**config.mk**
```make
export PLATFORM = sky130hd
export DESIGN_NAME = ps2_kbd_matrix
export DESIGN_NICKNAME = d
export VERILOG_FILES = /design/src/rtl/ps2_kbd_pkg.sv /design/src/rtl/ps2_keymap.sv /design/src/rtl/ps2_kbd_matrix.sv
export SDC_FILE = /design/constraint.sdc
export NUM_CORES = 1
export LEC_CHECK = 0
export ABC_CLOCK_PERIOD_IN_PS = 4420
export CORE_MARGIN = 2
export CORE_UTILIZATION = 25
export DETAILED_ROUTE_END_ITERATION = 8
export SLEW_MARGIN = 30
export SYNTH_ARGS = -nofsm -noshare
export SYNTH_HDL_FRONTEND = slang
export SYNTH_HIERARCHICAL = 1
export SYNTH_SLANG_ARGS = --single-unit
```
**constraint.sdc**
```tcl
create_clock -name clk -period 4.42 [get_ports clk]
set_input_delay 0.884 -clock clk [delete_from_list [all_inputs] [get_ports clk]]
set_output_delay 0.884 -clock clk [all_outputs]
set_load 0.05 [all_outputs]
```
**src/rtl/ps2_kbd_pkg.sv**
```systemverilog
`default_nettype none
// ============================================================================
// Module      : ps2_kbd_pkg
// Description : Shared constants and types for the PS/2 keyboard matrix
//               front-end: set-2 prefix codes, modifier codes, prefix FSM
//               state encoding and the keymap result record.
// Revision    : 1.0 - initial release
// ============================================================================
package ps2_kbd_pkg;

    // Set-2 prefix and special codes
    localparam logic [7:0] PFX_E0    = 8'hE0;
    localparam logic [7:0] PFX_F0    = 8'hF0;
    localparam logic [7:0] PFX_E1    = 8'hE1;
    localparam logic [7:0] OVR_00    = 8'h00;
    localparam logic [7:0] OVR_FF    = 8'hFF;
    localparam logic [7:0] MC_ALT    = 8'h11;
    localparam logic [7:0] MC_CTRL   = 8'h14;
    localparam logic [7:0] MC_LSHIFT = 8'h12;
    localparam logic [7:0] MC_RSHIFT = 8'h59;
    localparam logic [7:0] KC_F11    = 8'h78;

    // Bytes following E1 in the Pause sequence (E1 14 77 E1 F0 14 F0 77)
    localparam logic [2:0] SKIP_LEN  = 3'd7;

    // Prefix FSM state encoding
    typedef logic [2:0] pfx_state_t;
    localparam pfx_state_t ST_IDLE   = 3'd0;
    localparam pfx_state_t ST_EXT    = 3'd1;
    localparam pfx_state_t ST_BRK    = 3'd2;
    localparam pfx_state_t ST_EXTBRK = 3'd3;
    localparam pfx_state_t ST_SKIP   = 3'd4;

    // Keymap result: matrix cell for a scancode
    typedef struct packed {
        logic       hit;
        logic [3:0] row;
        logic [2:0] col;
    } kmap_t;

    function automatic kmap_t mk(input logic [3:0] row, input logic [2:0] col);
        kmap_t m;
        m.hit = 1'b1;
        m.row = row;
        m.col = col;
        return m;
    endfunction

endpackage
`default_nettype wire

```
**src/rtl/ps2_keymap.sv**
```systemverilog
`default_nettype none
// ============================================================================
// Module      : ps2_keymap
// Description : Combinational scancode -> matrix cell map (86RK-style 8x8
//               layout plus modifier row 8). Replace this file to retarget
//               the front-end to another machine.
// Revision    : 1.0 - initial release
// Ports       : ext  - code was preceded by E0
//               code - set-2 scancode
//               map  - {hit, row, col}; hit=0 for unmapped codes
// ============================================================================
module ps2_keymap
    import ps2_kbd_pkg::*;
(
    input  logic       ext,
    input  logic [7:0] code,
    output kmap_t      map
);

    always_comb begin
        map = '0;
        if (ext) begin
            // Extended arrows share cells with the keypad arrows
            case (code)
                8'h5A: map = mk(4'd0, 3'd2);
                8'h6B: map = mk(4'd0, 3'd4);
                8'h75: map = mk(4'd0, 3'd5);
                8'h74: map = mk(4'd0, 3'd6);
                8'h72: map = mk(4'd0, 3'd7);
                8'h14: map = mk(4'd8, 3'd1);
                8'h11: map = mk(4'd8, 3'd2);
                default: map = '0;
            endcase
        end else begin
            case (code)
                // row 0: tab, lf, cr, bs, left, up, right, down
                8'h0D: map = mk(4'd0, 3'd0);  8'h69: map = mk(4'd0, 3'd1);
                8'h5A: map = mk(4'd0, 3'd2);  8'h66: map = mk(4'd0, 3'd3);
                8'h6B: map = mk(4'd0, 3'd4);  8'h75: map = mk(4'd0, 3'd5);
                8'h74: map = mk(4'd0, 3'd6);  8'h72: map = mk(4'd0, 3'd7);
                // row 1: 0..7
                8'h45: map = mk(4'd1, 3'd0);  8'h16: map = mk(4'd1, 3'd1);
                8'h1E: map = mk(4'd1, 3'd2);  8'h26: map = mk(4'd1, 3'd3);
                8'h25: map = mk(4'd1, 3'd4);  8'h2E: map = mk(4'd1, 3'd5);
                8'h36: map = mk(4'd1, 3'd6);  8'h3D: map = mk(4'd1, 3'd7);
                // row 2: 8 9 ' ; , - . /
                8'h3E: map = mk(4'd2, 3'd0);  8'h46: map = mk(4'd2, 3'd1);
                8'h52: map = mk(4'd2, 3'd2);  8'h4C: map = mk(4'd2, 3'd3);
                8'h41: map = mk(4'd2, 3'd4);  8'h4E: map = mk(4'd2, 3'd5);
                8'h49: map = mk(4'd2, 3'd6);  8'h4A: map = mk(4'd2, 3'd7);
                // row 3: [ ] \ = space ` esc F1
                8'h54: map = mk(4'd3, 3'd0);  8'h5B: map = mk(4'd3, 3'd1);
                8'h5D: map = mk(4'd3, 3'd2);  8'h55: map = mk(4'd3, 3'd3);
                8'h29: map = mk(4'd3, 3'd4);  8'h0E: map = mk(4'd3, 3'd5);
                8'h76: map = mk(4'd3, 3'd6);  8'h05: map = mk(4'd3, 3'd7);
                // row 4: F2 A B C D E F G
                8'h06: map = mk(4'd4, 3'd0);  8'h1C: map = mk(4'd4, 3'd1);
                8'h32: map = mk(4'd4, 3'd2);  8'h21: map = mk(4'd4, 3'd3);
                8'h23: map = mk(4'd4, 3'd4);  8'h24: map = mk(4'd4, 3'd5);
                8'h2B: map = mk(4'd4, 3'd6);  8'h34: map = mk(4'd4, 3'd7);
                // row 5: H I J K L M N O
                8'h33: map = mk(4'd5, 3'd0);  8'h43: map = mk(4'd5, 3'd1);
                8'h3B: map = mk(4'd5, 3'd2);  8'h42: map = mk(4'd5, 3'd3);
                8'h4B: map = mk(4'd5, 3'd4);  8'h3A: map = mk(4'd5, 3'd5);
                8'h31: map = mk(4'd5, 3'd6);  8'h44: map = mk(4'd5, 3'd7);
                // row 6: P Q R S T U V W
                8'h4D: map = mk(4'd6, 3'd0);  8'h15: map = mk(4'd6, 3'd1);
                8'h2D: map = mk(4'd6, 3'd2);  8'h1B: map = mk(4'd6, 3'd3);
                8'h2C: map = mk(4'd6, 3'd4);  8'h3C: map = mk(4'd6, 3'd5);
                8'h2A: map = mk(4'd6, 3'd6);  8'h1D: map = mk(4'd6, 3'd7);
                // row 7: X Y Z F3 F4 F5 F6 F7
                8'h22: map = mk(4'd7, 3'd0);  8'h35: map = mk(4'd7, 3'd1);
                8'h1A: map = mk(4'd7, 3'd2);  8'h04: map = mk(4'd7, 3'd3);
                8'h0C: map = mk(4'd7, 3'd4);  8'h03: map = mk(4'd7, 3'd5);
                8'h0B: map = mk(4'd7, 3'd6);  8'h83: map = mk(4'd7, 3'd7);
                // row 8: modifiers
                8'h12: map = mk(4'd8, 3'd0);  8'h59: map = mk(4'd8, 3'd0);
                8'h14: map = mk(4'd8, 3'd1);  8'h11: map = mk(4'd8, 3'd2);
                default: map = '0;
            endcase
        end
    end

endmodule
`default_nettype wire

```
**src/rtl/ps2_kbd_matrix.sv**
```systemverilog
`default_nettype none
// ============================================================================
// Module      : ps2_kbd_matrix
// Description : PS/2 set-2 keyboard front-end: filtered clock, frame receive
//               with watchdog, E0/F0/E1 prefix decode, keymap lookup and a
//               ROWS x COLS key matrix read by row-select vector.
// Revision    : 1.0 - initial release
// Ports       : clk, reset_n (async, active-low)
//               ps2_clk, ps2_dat - raw asynchronous PS/2 lines
//               addr      - active-high row select (SCAN_ROWS bits)
//               odata     - OR of selected rows (combinational)
//               mods      - {alt, ctrl, shift} live state
//               reset_key - registered F11 hotkey code
//               frame_err - pulse on bad frame or watchdog timeout
//               key_evt   - pulse when a mapped key changes state
// ============================================================================
module ps2_kbd_matrix
    import ps2_kbd_pkg::*;
#(
    parameter int ROWS      = 11,
    parameter int COLS      = 8,
    parameter int SCAN_ROWS = 8,
    parameter int FILT      = 4,
    parameter int TIMEOUT   = 20000
) (
    input  logic                 clk,
    input  logic                 reset_n,
    input  logic                 ps2_clk,
    input  logic                 ps2_dat,
    input  logic [SCAN_ROWS-1:0] addr,
    output logic [COLS-1:0]      odata,
    output logic [2:0]           mods,
    output logic [2:0]           reset_key,
    output logic                 frame_err,
    output logic                 key_evt
);

    localparam int FC_W = $clog2(FILT + 1);
    localparam int WD_W = $clog2(TIMEOUT + 1);

    logic            clk_s1, clk_s2, dat_s1, dat_s2;
    logic            filt_lvl;
    logic [FC_W-1:0] filt_cnt;
    logic            edge_acc;
    logic [3:0]      bit_cnt;
    logic [9:0]      shreg;
    logic [WD_W-1:0] wd_cnt;
    logic [7:0]      byte_reg;
    logic            byte_stb;
    pfx_state_t      state, nxt_state;
    logic [2:0]      skip_cnt, nxt_skip;
    logic            ev_valid, ev_make, ev_ext, overrun;
    logic            alt_l, alt_r, ctrl_l, ctrl_r, shift_l, shift_r;
    logic [COLS-1:0] keystate [ROWS];
    kmap_t           km;
    logic            frame_ok;

    // Debounced level: flips after FILT consecutive samples of the opposite
    // value. A 1->0 flip is the accepted falling edge.
    assign edge_acc = filt_lvl && !clk_s2 && (filt_cnt == FC_W'(FILT - 1));

    // Start bit sits in shreg[0], parity in shreg[9]; stop is the live bit.
    assign frame_ok = !shreg[0] && (^shreg[9:1]) && dat_s2;

    always_ff @(posedge clk or negedge reset_n) begin
        if (!reset_n) begin
            clk_s1    <= 1'b1;
            clk_s2    <= 1'b1;
            dat_s1    <= 1'b1;
            dat_s2    <= 1'b1;
            filt_lvl  <= 1'b1;
            filt_cnt  <= '0;
            bit_cnt   <= '0;
            shreg     <= '0;
            wd_cnt    <= '0;
            byte_reg  <= '0;
            byte_stb  <= 1'b0;
            frame_err <= 1'b0;
        end else begin
            clk_s1    <= ps2_clk;
            clk_s2    <= clk_s1;
            dat_s1    <= ps2_dat;
            dat_s2    <= dat_s1;
            byte_stb  <= 1'b0;
            frame_err <= 1'b0;

            if (clk_s2 == filt_lvl) begin
                filt_cnt <= '0;
            end else if (filt_cnt == FC_W'(FILT - 1)) begin
                filt_cnt <= '0;
                filt_lvl <= clk_s2;
            end else begin
                filt_cnt <= filt_cnt + 1'b1;
            end

            if (edge_acc) begin
                wd_cnt <= '0;
                if (bit_cnt == 4'd10) begin
                    bit_cnt <= '0;
                    if (frame_ok) begin
                        byte_reg <= shreg[8:1];
                        byte_stb <= 1'b1;
                    end else begin
                        frame_err <= 1'b1;
                    end
                end else begin
                    bit_cnt <= bit_cnt + 1'b1;
                    shreg   <= {dat_s2, shreg[9:1]};
                end
            end else if (bit_cnt != 4'd0) begin
                if (wd_cnt == WD_W'(TIMEOUT - 1)) begin
                    wd_cnt    <= '0;
                    bit_cnt   <= '0;
                    frame_err <= 1'b1;
                end else begin
                    wd_cnt <= wd_cnt + 1'b1;
                end
            end else begin
                wd_cnt <= '0;
            end
        end
    end

    // Prefix decode: turns each byte strobe into at most one make/break event
    always_comb begin
        nxt_state = state;
        nxt_skip  = skip_cnt;
        ev_valid  = 1'b0;
        ev_make   = 1'b0;
        ev_ext    = 1'b0;
        overrun   = 1'b0;
        if (byte_stb) begin
            case (state)
                ST_IDLE: begin
                    if (byte_reg == PFX_E0) begin
                        nxt_state = ST_EXT;
                    end else if (byte_reg == PFX_F0) begin
                        nxt_state = ST_BRK;
                    end else if (byte_reg == PFX_E1) begin
                        nxt_state = ST_SKIP;
                        nxt_skip  = SKIP_LEN;
                    end else if (byte_reg == OVR_00 || byte_reg == OVR_FF) begin
                        overrun = 1'b1;
                    end else begin
                        ev_valid = 1'b1;
                        ev_make  = 1'b1;
                    end
                end
                ST_EXT: begin
                    nxt_state = ST_IDLE;
                    if (byte_reg == PFX_F0) begin
                        nxt_state = ST_EXTBRK;
                    end else if (byte_reg != MC_LSHIFT && byte_reg != MC_RSHIFT) begin
                        ev_valid = 1'b1;
                        ev_make  = 1'b1;
                        ev_ext   = 1'b1;
                    end
                end
                ST_BRK: begin
                    nxt_state = ST_IDLE;
                    ev_valid  = 1'b1;
                end
                ST_EXTBRK: begin
                    nxt_state = ST_IDLE;
                    if (byte_reg != MC_LSHIFT && byte_reg != MC_RSHIFT) begin
                        ev_valid = 1'b1;
                        ev_ext   = 1'b1;
                    end
                end
                ST_SKIP: begin
                    nxt_skip = skip_cnt - 1'b1;
                    if (skip_cnt <= 3'd1) begin
                        nxt_state = ST_IDLE;
                        nxt_skip  = '0;
                    end
                end
                default: nxt_state = ST_IDLE;
            endcase
        end
    end

    ps2_keymap u_keymap (
        .ext  (ev_ext),
        .code (byte_reg),
        .map  (km)
    );

    assign mods = {alt_l | alt_r, ctrl_l | ctrl_r, shift_l | shift_r};

    always_ff @(posedge clk or negedge reset_n) begin
        if (!reset_n) begin
            state     <= ST_IDLE;
            skip_cnt  <= '0;
            key_evt   <= 1'b0;
            reset_key <= '0;
            alt_l     <= 1'b0;
            alt_r     <= 1'b0;
            ctrl_l    <= 1'b0;
            ctrl_r    <= 1'b0;
            shift_l   <= 1'b0;
            shift_r   <= 1'b0;
            for (int r = 0; r < ROWS; r++) begin
                keystate[r] <= '0;
            end
        end else begin
            state    <= nxt_state;
            skip_cnt <= nxt_skip;
            key_evt  <= 1'b0;
            if (overrun) begin
                for (int r = 0; r < ROWS; r++) begin
                    keystate[r] <= '0;
                end
            end
            if (ev_valid) begin
                if (km.hit && (int'(km.row) < ROWS)) begin
                    keystate[km.row][km.col] <= ev_make;
                    key_evt <= (keystate[km.row][km.col] != ev_make);
                end
                if (byte_reg == MC_ALT)    begin if (ev_ext) alt_r  <= ev_make; else alt_l  <= ev_make; end
                if (byte_reg == MC_CTRL)   begin if (ev_ext) ctrl_r <= ev_make; else ctrl_l <= ev_make; end
                if (byte_reg == MC_LSHIFT) shift_l <= ev_make;
                if (byte_reg == MC_RSHIFT) shift_r <= ev_make;
                // Hotkey code uses modifier state from before this event
                if (byte_reg == KC_F11 && !ev_ext) begin
                    reset_key <= ev_make ? {mods[2], mods[0], |mods} : 3'b000;
                end
            end
        end
    end

    always_comb begin
        odata = '0;
        for (int r = 0; r < SCAN_ROWS; r++) begin
            if (addr[r]) odata = odata | keystate[r];
        end
    end

endmodule
`default_nettype wire

```
# Word level (Yosys, flattened, before mapping)
# Memory sizes are Yosys's and may differ from the RTL's.
# Index checks and enable logic that the tools add are counted.
# word_totals
ff_bits,151
mem_count,1
mem_bits_ro,2048
word_cells,194
# classes
eq_ne,30
order_cmp,6
addsub,4
bitwise,14
n_reduce_logical,34
n_mux,72
# mem_list
name,depth,word_bits,rd,rd_ports_with_merged_regs,write_ports,line,text
(name not given),256,8,1,0,0,ps2_keymap.sv:35,case (code)
# ops
operator,n
88-bit 2-to-1 mux,3
8-bit 2-to-1 mux,12
88-bit bitwise mux,1
8-bit by 7-bit == test with 1-bit output (second input constant),7
8-bit bitwise OR,7
8-bit one-hot mux with 7 select lines,1
15-bit 2-to-1 mux,3
3-bit 2-to-1 mux,11
8-bit binary-select mux with 4-bit select,1
8-bit demux with 4-bit select,1
8-bit == test (second input constant),4
1-bit 2-to-1 mux,27
8-bit by 5-bit == test with 1-bit output (second input constant),3
3-bit AND reduction,6
4-bit 2-to-1 mux,4
15-bit by 1-bit adder with 15-bit output (second input constant),1
15-bit == test (second input constant),1
2-bit AND reduction,6
3-bit by 2-bit == test with 1-bit output (second input constant),3
1-bit logical AND,9
3-bit one-hot mux with 3 select lines,1
9-bit parity,1
8-bit logical NOT,1
2-bit inequality test (second input constant),4
33 further kinds,42

# Longest topological paths before layout
# Gate-level depths: netlist of run 1.
# logic_depth
depth_word,16
mapped_depth,17
ltp_nobuf,15

# Modules after synthesis
# Netlist of run 1, hierarchy kept.
# by_module_without_submodules
module,n_inst,seq_area_each_um2,cells_per_inst,area_per_inst_um2
ps2_kbd_matrix,1,3784.9,881,8451.9
ps2_keymap,1,0.0,226,1475.2

# Worst setup path before layout of run 1
# Ideal clock, no wire load.
# synth_path
path_kind,register to register
start,register byte_reg[4]
end,register key_evt
arrival_time_ns,3.881
setup_slack_ns,0.460
stages_incl_launch_ff,16
t_required_ns,4.341
cell_sequence,dfrtp_1 buf_2 or4b_1 or3_1 o2111ai_2 or2_2 inv_1 a21oi_1 o311a_1 clkbuf_1 buf_1 mux4_2 o211ai_1 a31oi_1 nand4_1 mux2i_1
# synth_lines
element,line,text
from (decl),ps2_kbd_matrix.sv:48,logic [7:0] byte_reg;
from (signal assigned),ps2_kbd_matrix.sv:101,byte_reg <= shreg[8:1];
to (signal assigned),ps2_kbd_matrix.sv:217,key_evt <= (keystate[km.row][km.col] != ev_make);
to (decl),ps2_kbd_matrix.sv:35,output logic key_evt

==> results.yml, run 1 <==
floorplan:
  io_pins: 28
  start_util: 0.255
  dieArea_sq_mm: 0.0413
  die_w_microns: 203
  fp.dieH_microns: 203
  coreArea_sq_mm: 0.0389
  fp-row-count: 72
layout:
  top_register: "keystate"
  layout.nets: 1144
  drive_gt1_frac: 0.126
  antenna_cells: 0
  top_regs: "keystate: 88 flops, wd_cnt: 15 flops, shreg: 10 flops"
  areaGrowthSynthToFinish_pct: 15.6
  largest_reg_flops: 88
detailed_routing:
  drt-pass1-iter-count: 6
  ant_nets: 0
  num_vias: 8762
  dr.first_iter.drc_count: 875
  vias_per_cell: 5.33
  routedWlPerCell_microns: 17.7
  wl_microns: 29200
  drc: 0
clock_network:
  post_cts_buffers: 0
  cts_made_buffers: 17
  h-tree-depth: 4
  clockBufferDepth: 2
  tritoncts: "done"
  insertion_delay_ps: 430
  cts.sinks: 151
  clockRootBuffer: "clkbuf_16"
  cts.hold.buffers_added: 0
  clkSlewWorstSetupHoldPaths_ps: 60
pwr:
  ir_drop_mv: 0.255
  leakage_nw: 4.86
  power_density_mw_per_mm2: 269
grt:
  grt_pass1_vias: 8456
  grt_overflow: 0
  antenna_found_initial: 0
  grt_pass1_wl_microns: 46600
  grt_use_total: 0.140
  grt_max_degree: 105
synth:
  syn_inst: 1107
  async_reset_ff_frac: 1.00
  synth.cell_area_sq_mm: 0.00993
  synth-seq-area-share: 0.381
  synth_edf_count: 0
  yosysWarnings: 6
  synth_flop_cell: "dfrtp_1"
  synth_top_area_frac: 0.368
  ys_ff_latch: 151
  yosysTopAreaCell: "dfrtp_1"
  yosysUniqueCellTypes: 83
  ys_top_cells_by_area: "dfrtp_1 (37%), mux2i_1 (11%), nand2_1 (6.3%)"
  syn-num-nets: 1137
  avgSynthCellArea_sq_um: 8.97
place:
  port-buffer-count: 27
  dpl.hpwl_microns: 19700
  gp_congestion: 0.947
  post-place-ws_ps: 225
flow_run:
  max_cap_viol_count: 0
setup_path:
  critPathLaunchType: "flip-flop"
  path_delay_family: "compound AO/OA/AOI/OAI gates"
  critical_path_class: "reg -> reg"
  path_buf_inv: 4
  cp.arrival_ps: 4460
  cpMostUsedCell: "buf_4"
  cpMaxStageDelayCell: "a21oi_4"
  endpoint_kind: "flip-flop"
  crit_path_cell_trace: "buf_4, nor4b_1, o21ai_0, o2111ai_2, or2_2, inv_1, a21oi_2, o211a_1, buf_4, a21oi_1, o211ai_1, a21oi_4, buf_12, and3_1, mux2i_1"
  max_stage_delay_ps: 610
  critPathMaxFanout: 56
  crit_required_ps: 4770
sta:
  slew_violations: 0
  rsz0062_at_grt: "false"
  max_clock_freq_ghz: 0.244
  setup_viol: 0
  clock_skew_ps: 9.98
  tns_ps: 0
  timing.final.crit_period_ps: 4110
  hold_viol: 0
  slew_headroom: 0.351
  min_period_over_period: 0.929
  setup_ws_ps: 314
  tightest_slew_ps: 974
min_path:
  hp-class: "reg -> reg"
run_status:
  status: "finished, final reports clean"
-- layout make-up --
type | count | area [sq um]
timing repair buffer | 76 | 659
tap | 518 | 648
clock inverter | 12 | 125
fill | 4130 | 27400
inverter | 32 | 120
multi-input combinational | 836 | 5680
sequential | 151 | 3790
clock buffer | 20 | 457
-- layer usage --
| metal | up-vias | share of wire | global-route usage |
|---|---|---|---|
| li1 | 4016 | - | - |
| met1 | 4345 | 0.44 | 0.188 |
| met2 | 337 | 0.47 | 0.225 |
| met3 | 64 | 0.062 | 0.0222 |
| met4 | 0 | 0.030 | 0.0519 |
| met5 | - | 0 | 0 |
-- path summary, 6_finish.rpt --
check / from / to / slack [ps] / depth (start not counted)
min in group asynchronous: reset_n / bit_cnt[2] / 480 / 1
setup reg to reg: byte_reg[2] / keystate[84] / 310 / 15
max in group asynchronous: reset_n / byte_reg[3] / 3060 / 2
hold / removal: clk_s1 / clk_s2 / 360 / 0
setup / recovery: byte_reg[2] / keystate[84] / 310 / 15
hold reg to reg: clk_s1 / clk_s2 / 360 / 0
-- cell usage after synthesis, types with 3 or more instances --
cell	n
nand2_1	167
dfrtp_1	146
mux2i_1	113
nand3_1	98
nor2_1	63
clkbuf_1	46
a22oi_1	32
buf_2	32
o21ai_0	32
a21oi_1	29
inv_1	29
nand2b_1	27
nor3_1	20
ha_1	18
mux2_2	15
nand4_1	15
a211oi_1	13
mux4_2	12
nor2b_1	12
o211ai_1	12
a31oi_1	11
xor2_1	10
xnor2_1	9
and3_1	8
nor4_1	7
o31ai_1	7
or2_2	7
nor3b_1	6
o2111ai_1	6
buf_1	5
dfstp_2	5
a2bb2oi_1	4
a311oi_1	4
and2_1	4
nand3b_1	4
nor4b_1	4
o22a_1	4
or4_1	4
and3b_1	3
buf_6	3
inv_2	3
-- cell usage in the layout (no fill, tap or decap), types with 10 or more instances in the layout --
master / Yosys / final
mux2i_1: 113 / 113
nand4_1: 15 / 15
mux2_2: 15 / 15
buf_4: 2 / 47
ha_1: 18 / 18
clkbuf_16: 0 / 17
a31oi_1: 11 / 10
nand2b_1: 27 / 27
nand3_1: 98 / 98
nand2_1: 167 / 167
nor2b_1: 12 / 12
a22oi_1: 32 / 32
a211oi_1: 13 / 13
mux4_2: 12 / 12
inv_1: 29 / 29
nor2_1: 63 / 63
dfrtp_1: 146 / 145
o21ai_0: 32 / 32
a21oi_1: 29 / 27
clkdlybuf4s50_1: 0 / 26
o211ai_1: 12 / 12
xor2_1: 10 / 10
nor3_1: 20 / 20
-- stage by stage --
stage / util / hold WS [ps] / instances / cell area, sq um / total power (W)
floorplan: - / 345 / 1107 / 9930 / 0.00159
global placement: 0.279 / 349 / 1613 / 10800 / 0.00166
detailed placement: 0.279 / 347 / 1613 / 10900 / 0.00166
CTS: 0.294 / 358 / 1645 / 11400 / 0.00312
global route: 0.295 / 368 / 1645 / 11500 / 0.00319
finish: 0.295 / 357 / 1645 / 11500 / 0.00309
-- report_power, final --
| group | internal [W] | switching [W] |
|---|---|---|
| Clock | 0.000857 | 0.000594 |
| Sequential | 0.00142 | 0.0000275 |
| Combinational | 0.0000673 | 0.000120 |
-- cells by family after synthesis --
group | Yosys count | share of synthesized area
and+or+nand+nor | 462 | 0.225
AOI/OAI and AO/OA | 196 | 0.141
adders and majority gates | 18 | 0.0227
DFF | 151 | 0.381
muxes | 140 | 0.158
buffers and inverters | 120 | 0.0524
xor gates and xnor gates | 20 | 0.0190
-- worst reg2reg max path, cell delays in order, from the launching register on --
cell and delay [ps]:
dfrtp_1 340, buf_4 460, nor4b_1 140, o21ai_0 190
o2111ai_2 220, or2_2 390, inv_1 200, a21oi_2 90
o211a_1 120, buf_4 230, a21oi_1 160, o211ai_1 180
a21oi_4 610, buf_12 290, and3_1 210, mux2i_1 190
-- what timing repair did --
item,in CTS,in global routing
endpoints found under the setup margin,0,9
gates resized for setup,0,9
hold endpoints to repair,0,0
No activity file was read; power rests on OpenSTA's default activity.
==> inputs of run 2 (changes only) <==
ABC_CLOCK_PERIOD_IN_PS = 3950   (was 4420)
clock period = 3.95 ns   (was 4.42 ns; I/O delays follow)
==> results.yml, run 2 (synthesis gave the netlist of run 1 again) <==
place:
  port-buffer-count: 27
  post_dp_cell_area_sq_mm: 0.0110
  dpl.hpwl_microns: 20000
  gp_congestion: 0.942
floorplan:
  coreArea_sq_mm: 0.0389
  fp-row-count: 72
  fp.dieH_microns: 203
  start_util: 0.255
  io_pins: 28
  die_w_microns: 203
  dieArea_sq_mm: 0.0413
clock_network:
  post_cts_buffers: 0
  tritoncts: "done"
  insertion_delay_ps: 440
  clockRootBuffer: "clkbuf_16"
  clkSlewWorstSetupHoldPaths_ps: 70
  cts_made_buffers: 17
  cts.sinks: 151
  h-tree-depth: 4
  clockBufferDepth: 2
detailed_routing:
  ant_nets: 0
  routedWlPerCell_microns: 17.6
  drt-pass1-iter-count: 6
  dr.first_iter.drc_count: 822
  num_vias: 8663
  wl_microns: 29200
  vias_per_cell: 5.23
  drc: 0
setup_path:
  critPathLaunchType: "flip-flop"
  cp.arrival_ps: 4150
  crit_required_ps: 4310
  critPathMaxFanout: 19
  endpoint_kind: "flip-flop"
  critical_path_class: "reg -> reg"
grt:
  grt_use_total: 0.144
  antenna_found_initial: 0
  grt_pass1_vias: 8554
  grt_pass1_wl_microns: 47900
  grt_max_degree: 96
  grt_overflow: 0
run_status:
  status: "finished, final reports clean"
sta:
  min_period_over_period: 0.958
  slew_headroom: 0.440
  hold_viol: 0
  rsz0062_at_grt: "false"
  max_clock_freq_ghz: 0.264
  clock_skew_ps: 9.60
  tns_ps: 0
  slew_violations: 0
  tightest_slew_ps: 833
  setup_viol: 0
  timing.final.crit_period_ps: 3780
flow_run:
  max_cap_viol_count: 0
pwr:
  power_density_mw_per_mm2: 295
  ir_drop_mv: 0.310
  leakage_nw: 4.98
layout:
  areaGrowthSynthToFinish_pct: 18.0
  top_register: "keystate"
  top_regs: "keystate: 88 flops, wd_cnt: 15 flops, shreg: 10 flops"
  final_common_cell: "nand2_1"
  layout_common_cells: "nand2_1 (167), dfrtp_1 (146), mux2i_1 (113)"
  finish.instance_area_sq_mm: 0.0117
  layout.nets: 1155
  antenna_cells: 0
  drive_gt1_frac: 0.140
  largest_reg_flops: 88
min_path:
  hp-class: "reg -> reg"
run 2: cell count changes in the layout (fill, tap and decap cells not counted), moves of 2 or more:
cell,previous run,this run
nor3b_2,0,2
a211oi_1,13,11
a211oi_2,0,2
buf_4,47,49
buf_12,1,9
nor3b_1,6,4
run 2: final timing paths:
check                             from  depth (start not counted)  slack (ps)            to
min reg2reg                     clk_s1                          0         360        clk_s2
max                        byte_reg[1]                         14         170       key_evt
max in group asynchronous      reset_n                          2        2690  keystate[67]
min                             clk_s1                          0         360        clk_s2
max reg2reg                byte_reg[1]                         14         170       key_evt
min in group asynchronous      reset_n                          1         440    wd_cnt[11]
run 2: routing by layer:
| metal | part of all wire | wire length [microns] | vias up | GRT usage |
|---|---|---|---|---|
| met1 | 0.45 | 13100 | 4250 | 0.195 |
| met2 | 0.47 | 13700 | 336 | 0.229 |
| met3 | 0.058 | 1710 | 51 | 0.0214 |
| met5 | 0 | 0 | - | 0 |
| li1 | - | - | 4026 | - |
| met4 | 0.025 | 741 | 0 | 0.0602 |
run 2: critical path: stages (launching register included):
cell	delay, ps
dfrtp_1	420
or4b_1	500
or3_4	360
o2111ai_2	200
or2_4	190
inv_1	140
a21oi_4	190
o211a_1	220
buf_12	180
mux4_2	540
a2bb2oi_1	150
a211oi_1	260
a31oi_1	70
nand4_1	100
mux2i_1	180
run 2: final cells by class:
| cell class | count | area (sq um) |
|---|---|---|
| clock buffers | 20 | 457 |
| clock inverters | 12 | 126 |
| fillers | 4110 | 27200 |
| inverters | 32 | 120 |
| multi-input cells | 836 | 5730 |
| flip-flops and latches | 151 | 3780 |
| well taps | 518 | 648 |
| repair buffers | 87 | 852 |
run 2: repair_timing:
| action | in CTS | in global routing |
|---|---|---|
| hold endpoints to repair | 0 | 0 |
| pin swaps | 0 | 1 |
| gates resized for setup | 1 | 14 |
| endpoints found under the setup margin | 1 | 9 |
| hold buffers | 0 | 0 |
run 2: stage by stage:
step | hold WS [ps] | std cells | total power (W) | setup WS (ps) | utilization
finish | 358 | 1656 | 0.00345 | 168 | 0.301
global route | 361 | 1656 | 0.00360 | 2.12 | 0.301
CTS | 360 | 1656 | 0.00350 | 98.9 | 0.299
global placement | 347 | 1622 | 0.00185 | 108 | 0.283
detailed placement | 350 | 1624 | 0.00186 | 12.1 | 0.284
floorplan | 345 | 1107 | 0.00178 | 6.81 | -
run 2: power by group:
part	internal (W)	total [W]	switching [W]	leakage, nW
Sequential	0.00159	0.00162	0.0000302	2.09
Combinational	0.0000752	0.000207	0.000132	2.60
Clock	0.000961	0.00163	0.000668	0.286
